`src/rtl/hex_readback.sv`:
```
// hex_readback
//   Reads back the digits currently shown on six active-low 7-segment
//   displays. One scan visits HEX0..HEX5 in order. Each slot is held for
//   DWELL cycles and then sampled. The sampled pattern is decoded to a hex
//   digit, together with a flag that says whether it was a legal glyph.
//
// Parameters
//   DWELL         cycles per display slot before sampling (1..255)
// Ports
//   clock         system clock; all state changes on its rising edge
//   reset         synchronous, active-high reset
//   start         request one scan; sampled only in IDLE
//   hex0..hex5    active-low segment patterns, bit0=a .. bit6=g
//   busy          high while scanning
//   done          one-cycle pulse after the last slot is sampled
//   value         decoded digits; value[4i+3:4i] holds the digit of hexi
//   valid         valid[i] is set when hexi matched a legal glyph
//   ledr          status: [3:0] last nibble, [6:4] slot index,
//                 [7] last valid, [8] busy, [9] done
module hex_readback #(
    parameter int DWELL = 1
) (
    input  logic        clock,
    input  logic        reset,
    input  logic        start,
    input  logic [6:0]  hex0,
    input  logic [6:0]  hex1,
    input  logic [6:0]  hex2,
    input  logic [6:0]  hex3,
    input  logic [6:0]  hex4,
    input  logic [6:0]  hex5,
    output logic        busy,
    output logic        done,
    output logic [23:0] value,
    output logic [5:0]  valid,
    output logic [9:0]  ledr
);

    localparam logic [1:0] S_IDLE = 2'd0;
    localparam logic [1:0] S_SCAN = 2'd1;
    localparam logic [1:0] S_DONE = 2'd2;

    localparam logic [7:0] DWELL_LAST = 8'(DWELL - 1);

    logic [1:0] state;
    logic [2:0] index;
    logic [7:0] count;
    logic [3:0] last_nib;
    logic       last_vld;
    logic [6:0] hex_sel;
    logic [4:0] dec;

    // Returns {legal, digit}; unknown patterns decode to {0, 0}.
    function automatic logic [4:0] decode(input logic [6:0] p);
        logic [4:0] r;
        case (p)
            7'h40:   r = 5'h10;
            7'h79:   r = 5'h11;
            7'h24:   r = 5'h12;
            7'h30:   r = 5'h13;
            7'h19:   r = 5'h14;
            7'h12:   r = 5'h15;
            7'h02:   r = 5'h16;
            7'h78:   r = 5'h17;
            7'h00:   r = 5'h18;
            7'h10:   r = 5'h19;
            7'h08:   r = 5'h1A;
            7'h03:   r = 5'h1B;
            7'h46:   r = 5'h1C;
            7'h21:   r = 5'h1D;
            7'h06:   r = 5'h1E;
            7'h0E:   r = 5'h1F;
            default: r = 5'h00;
        endcase
        return r;
    endfunction

    // Only the display under the current index is looked at. The others are
    // not snapshotted, so each slot sees its display as it is at its own edge.
    always_comb begin
        hex_sel = 7'h7F;
        case (index)
            3'd0:    hex_sel = hex0;
            3'd1:    hex_sel = hex1;
            3'd2:    hex_sel = hex2;
            3'd3:    hex_sel = hex3;
            3'd4:    hex_sel = hex4;
            3'd5:    hex_sel = hex5;
            default: hex_sel = 7'h7F;
        endcase
    end

    assign dec = decode(hex_sel);

    always_ff @(posedge clock) begin
        if (reset) begin
            state    <= S_IDLE;
            index    <= 3'd0;
            count    <= 8'd0;
            value    <= 24'd0;
            valid    <= 6'd0;
            last_nib <= 4'd0;
            last_vld <= 1'b0;
        end else begin
            case (state)
                S_IDLE: begin
                    if (start) begin
                        state <= S_SCAN;
                        index <= 3'd0;
                        count <= 8'd0;
                        valid <= 6'd0;
                    end
                end
                S_SCAN: begin
                    if (count == DWELL_LAST) begin
                        count                     <= 8'd0;
                        value[{index, 2'b00} +: 4] <= dec[3:0];
                        valid[index]              <= dec[4];
                        last_nib                  <= dec[3:0];
                        last_vld                  <= dec[4];
                        // The index stays at 5 after the last slot so the
                        // status LEDs keep showing where the scan ended.
                        if (index == 3'd5)
                            state <= S_DONE;
                        else
                            index <= index + 3'd1;
                    end else begin
                        count <= count + 8'd1;
                    end
                end
                S_DONE:  state <= S_IDLE;
                default: state <= S_IDLE;
            endcase
        end
    end

    // busy and done are decoded straight from the state register. They have
    // no path from start or the hex inputs.
    assign busy = (state == S_SCAN);
    assign done = (state == S_DONE);
    assign ledr = {done, busy, last_vld, index, last_nib};

endmodule

```
`config.mk`:
```
export PLATFORM = sky130hd
export DESIGN_NAME = hex_readback
export DESIGN_NICKNAME = d
export VERILOG_FILES = /design/src/rtl/hex_readback.sv
export SDC_FILE = /design/constraint.sdc
export NUM_CORES = 1
export LEC_CHECK = 0
export BUFFER_PORTS_ARGS = -buffer_cell sky130_fd_sc_hd__buf_2
export CORE_ASPECT_RATIO = 1.25
export CORE_UTILIZATION = 40
export CTS_CLUSTER_SIZE = 28
export DETAILED_ROUTE_END_ITERATION = 10
export PLACE_DENSITY = 0.68
export SETUP_SLACK_MARGIN = 0.15
export SYNTH_ARGS = -nofsm -noshare
export SYNTH_HDL_FRONTEND = slang
export SYNTH_SLANG_ARGS = --single-unit
```
`constraint.sdc`:
```
create_clock -name clock -period 3.8 [get_ports clock]
set_clock_uncertainty 0.2 [all_clocks]
set_input_delay 0.57 -clock clock [delete_from_list [all_inputs] [get_ports clock]]
set_output_delay 0.57 -clock clock [all_outputs]
set_load 0.03 [all_outputs]
```
## Yosys cells after proc, flatten, opt, wreduce, memory -nomap -nowiden

Index checks and enable logic that the tools add are counted.

- Output and inout bits: 42
- Word-level logic and storage cells: 71
- Input bits: 45
- Flip-flop bits (word level): 48

- Multiplexer cells: 20
- $lt $le $gt $ge: 2
- Shift operators: 2
- Add/sub/neg operators: 3
- Eq/ne operators: 26
- Reductions and logical operators: 11

Operators by type and width:

| kind | count |
|---|---|
| $pmux W5 S16 | 1 |
| $pmux W7 S6 | 1 |
| $eq A7 B7 Y1 const B | 4 |
| $bwmux W24 | 1 |
| $shift A4 B7 Y24 const A | 1 |
| $shiftx A4 B7 Y24 | 1 |
| $eq A7 B5 Y1 const B | 3 |
| $eq A7 B6 Y1 const B | 3 |
| $mux W8 | 2 |
| $pmux W8 S2 | 1 |
| $eq A7 B2 Y1 const B | 2 |
| $eq A7 B4 Y1 const B | 2 |
| $mux W6 | 2 |
| $pmux W6 S2 | 1 |
| $mux W3 | 3 |
| $add A8 B1 Y8 const B | 1 |
| $logic_not A8 Y1 | 1 |
| $eq A7 B3 Y1 const B | 1 |
| $logic_not A7 Y1 | 1 |
| $neg A5 Y7 | 1 |
| $bwmux W6 | 1 |
| $eq A3 B2 Y1 const B | 2 |
| $eq A3 B3 Y1 const B | 2 |
| $mux W2 | 3 |
| 19 further kinds | 23 |

## Depth between registers and ports, before layout

- Word-level depth: 7
- Gate-level depth with buffers: 13
- Depth with buffers taken out: 10

## Least setup slack after synthesis

Ideal clock, no wire load.

- Kind: reg-to-reg
- From: reg index[0]
- To: reg last_vld
- Buffers on the path: 2
- Period minus slack after synthesis: 3601 ps
- Stages on the path, launching flop included: 13
- Setup slack: 199 ps
- Arrival: 3265 ps
- Path through: dfxtp_1 > clkbuf_1 > inv_1 > ha_1 > ha_1 > buf_2 > nor4_2 > a21boi_4 > nor2_1 > o2111ai_2 > nand4_4 > nor4_4 > a211oi_2

- Longest elaborated chain between the ends: 4
- Elaborated cells between the ends (all ways): 24
- Classes of those cells: eq/ne: 20; mux: 2; reduce/logical: 2

Ends and longest elaborated chain:

| what | RTL line | RTL |
|---|---|---|
| from (decl) | 46 | `logic [2:0] index;` |
| from (signal assigned) | 126 | `index <= index + 3'd1;` |
| $eq A3 B3 Y1, or another cell as far along | 82 | `case (index)` |
| $pmux W7 S6 * | 82 |  |
| $eq A7 B4 Y1, or another cell as far along | 56 | `case (p)` |
| $pmux W5 S16 * | 56 |  |
| to (signal assigned) | 120 | `last_vld <= dec[4];` |
| to (decl) | 49 | `logic last_vld;` |

Every way passes the cells marked *; elsewhere a longest branch is shown, timed or not.
A chain may end at the register's enable or synchronous reset.

## Worst setup path in the final report

Ends and elaborated chain as after synthesis.

==> results.json <==
{
  "hold_buffers": 0,
  "grt_max_degree": 50,
  "slew_viol_final": 0,
  "synth.net_count": 396,
  "gp_congestion": 0.863,
  "yosys.area_share.xor_xnor_pct": 1.51,
  "clk_pin_slew_ns": 0.10,
  "max_freq_mhz": 290,
  "clock-root-buffer": "clkbuf_8",
  "switching_power_w": 0.000409,
  "peakVddDrop_mv": 0.253,
  "hpwlAfterDp_mm": 6.46,
  "io_pins": 87,
  "die_w_um": 78.2,
  "rsz0062_at_grt": "false",
  "nets": 477,
  "yosysSeqAreaShare_pct": 33.1,
  "numCtsBuffers": 5,
  "cts_buffer_depth": 2,
  "fin_hold_ws_ns": 0.297,
  "min_period_ns": 3.45,
  "grt_antenna_before_repair": 0,
  "synth_edf_count": 0,
  "internal_power_w": 0.000897,
  "layout_commonest_cell": "buf_2",
  "p_seq_share_pct": 40.2,
  "drt_iter0_markers": 122,
  "drive_gt1_share_pct": 32.8,
  "worstMarginPinSlew_ns": 0.886,
  "core_area_um2": 6980,
  "cp_data_arrival_time_ns": 3.48,
  "p_comb_share_pct": 25.4,
  "clk_latency_ns": 0.31,
  "synthFlopType": "dfxtp_1",
  "dieArea_um2": 7610,
  "rows": 34,
  "synth-compound-area-share_pct": 24.6,
  "place.port_buffers": 86,
  "vias_per_cell": 5.75,
  "cp-end-kind": "register",
  "worst_slack_ns": 0.352,
  "path_class": "reg -> reg",
  "grt_pass1_vias": 2787,
  "worstPathRequired_ns": 3.83,
  "synth.ff_latch_count": 48,
  "critPathMaxFanout": 8,
  "drtPass1Iterations": 4,
  "drtAntennaViolNets": 0,
  "start_util_pct": 41.6,
  "maxSlewHeadroom_pct": 40.9,
  "avgRoutedWirePerCell_um": 16.4,
  "cts_tree": "built",
  "swShare_pct": 31.3,
  "synth_top_family_by_area": "simple AND/OR/NAND/NOR gates",
  "hold_class": "reg -> reg",
  "yosysWarnings": 0,
  "synth_mux_area_share_pct": 2.07,
  "drcViolationCount": 0,
  "power_density_nw_per_um2": 361,
  "mostFrequentLayoutCells": "buf_2, dfxtp_1, nor2_1",
  "async_flop_share_pct": 0,
  "grtUsageTotal_pct": 21.9,
  "setup_viol_count_final": 0,
  "htree_levels": 2,
  "cts_sinks": 48,
  "die_h_um": 97.3,
  "synth.avg_cell_area_um2": 8.49,
  "synthSimpleGateAreaFrac_pct": 29.5,
  "area_delta_synth_final_pct": 24.3,
  "status": "completed",
  "synth.distinct_cells": 54,
  "period_share_pct": 90.7,
  "worstSetupStartpointType": "register",
  "vias": 2958,
  "p_leak_nw": 1.43,
  "clkPwrFrac_pct": 34.4,
  "synthCells": 342,
  "maxCapViolations": 0,
  "pre_cts_ws_ns": 0.138,
  "synthAdderAreaFrac_pct": 3.88,
  "n_antenna_cell": 0,
  "finalSetupTns_ns": 0,
  "grt_overflow": 0,
  "hold_violations": 0,
  "grt_pass1_wl_mm": 13.3,
  "wl_mm": 8.43,
  "synth_area_um2": 2900
}
critical path, cell delays in order, from the launching register on:
cell and delay [ns]:
dfxtp_1 0.42, inv_1 0.14, ha_1 0.24, ha_1 0.29, a222oi_1 0.49, o211ai_2 0.26
nor2_4 0.20, nand4_1 0.25, a211oi_4 0.42, nor4_4 0.08, buf_4 0.18, a211oi_2 0.20
flip-flops by register name (all words and copies together), names as in the netlist:
signal	flops
last_vld	1
valid	6
index	3
state	2
last_nib	4
count	8
value	24
per-layer routing:
layer	GRT usage [%]	vias up	part of all wire, %
met5	0	-	0
met4	11.0	0	2.9
met3	3.29	22	5.1
met2	38.7	115	50
met1	25.2	1365	42
li1	-	1456	-
synthesized netlist by cell type (3+ instances only):
| cell type | n | share of area (%) |
|---|---|---|
| dfxtp_1 | 48 | 33 |
| nor2_1 | 47 | 6.1 |
| nor3_1 | 23 | 4.0 |
| a211oi_1 | 21 | 5.4 |
| nand3_1 | 15 | 2.6 |
| nand2_1 | 14 | 1.8 |
| clkbuf_1 | 13 | 1.7 |
| a21oi_1 | 12 | 2.1 |
| o21ai_0 | 12 | 2.1 |
| ha_1 | 9 | 3.9 |
| a22oi_1 | 8 | 2.1 |
| o21ai_1 | 8 | 1.4 |
| a222oi_1 | 7 | 2.4 |
| inv_1 | 7 | 0.90 |
| mux2i_1 | 6 | 2.1 |
| nand4_1 | 6 | 1.3 |
| buf_2 | 5 | 0.86 |
| nand3b_1 | 5 | 1.3 |
| nor2b_1 | 5 | 1.1 |
| nor3_2 | 5 | 1.7 |
| o211a_1 | 5 | 1.7 |
| o211ai_1 | 5 | 1.3 |
| nor4_2 | 4 | 1.7 |
| or3_1 | 4 | 0.86 |
| a211oi_2 | 3 | 1.3 |
| and2_1 | 3 | 0.65 |
| buf_4 | 3 | 0.78 |
| nor4_1 | 3 | 0.65 |
| nor4_4 | 3 | 2.2 |
| xor2_1 | 3 | 0.90 |
path summary, 6_finish.rpt:
kind	from	cells past startpoint	endpoint	slack, ns
setup / recovery	index[0]	11	last_vld	0.35
hold / removal	valid[0]	2	valid[0]	0.30
setup reg to reg	index[0]	11	last_vld	0.35
hold reg to reg	valid[0]	2	valid[0]	0.30
cells by family after synthesis:
logic type               count (synthesis)
multiplexers                             6
flip-flops                              48
adder cells (fa/ha/maj)                  9
AO/OA/AOI/OAI                           95
XOR/XNOR                                 5
AND/OR/NAND/NOR                        147
buffers and inverters                   32
cell type report:
type / instances / area, um2
fill: 716 / 3370
multi-input combinational: 262 / 1840
sequential: 48 / 962
timing repair buffer: 99 / 528
tap: 90 / 113
clock buffer: 5 / 68.8
clock inverter: 3 / 68.8
inverter: 7 / 26.3
metrics by stage:
step                      total power, W  utilization (%)  cell area, um2  instances
after detailed placement        0.000840             48.3            3370        500
after global placement          0.000842             48.3            3370        500
after CTS                        0.00129             50.4            3520        508
final                            0.00131             51.8            3610        514
after global routing             0.00136             51.8            3610        514
after floorplan                 0.000752                -            2900        342
power by group through the flow:
stage	Sequential (W)	Combinational (W)	Clock, W
2_1_floorplan	0.000553	0.000199	0
3_3_place_gp	0.000535	0.000306	0
3_5_place_dp	0.000536	0.000304	0
4_1_cts	0.000524	0.000307	0.000454
5_1_grt	0.000526	0.000357	0.000472
6_report	0.000524	0.000331	0.000450
what timing repair did:
| item | CTS | global route |
|---|---|---|
| gates resized for setup | 2 | 10 |
| setup endpoints to repair | 1 | 29 |
| pin swaps | 0 | 9 |
| hold endpoints to repair | 0 | 0 |
| setup buffers | 0 | 6 |
Power figures use the tool's default switching activity.
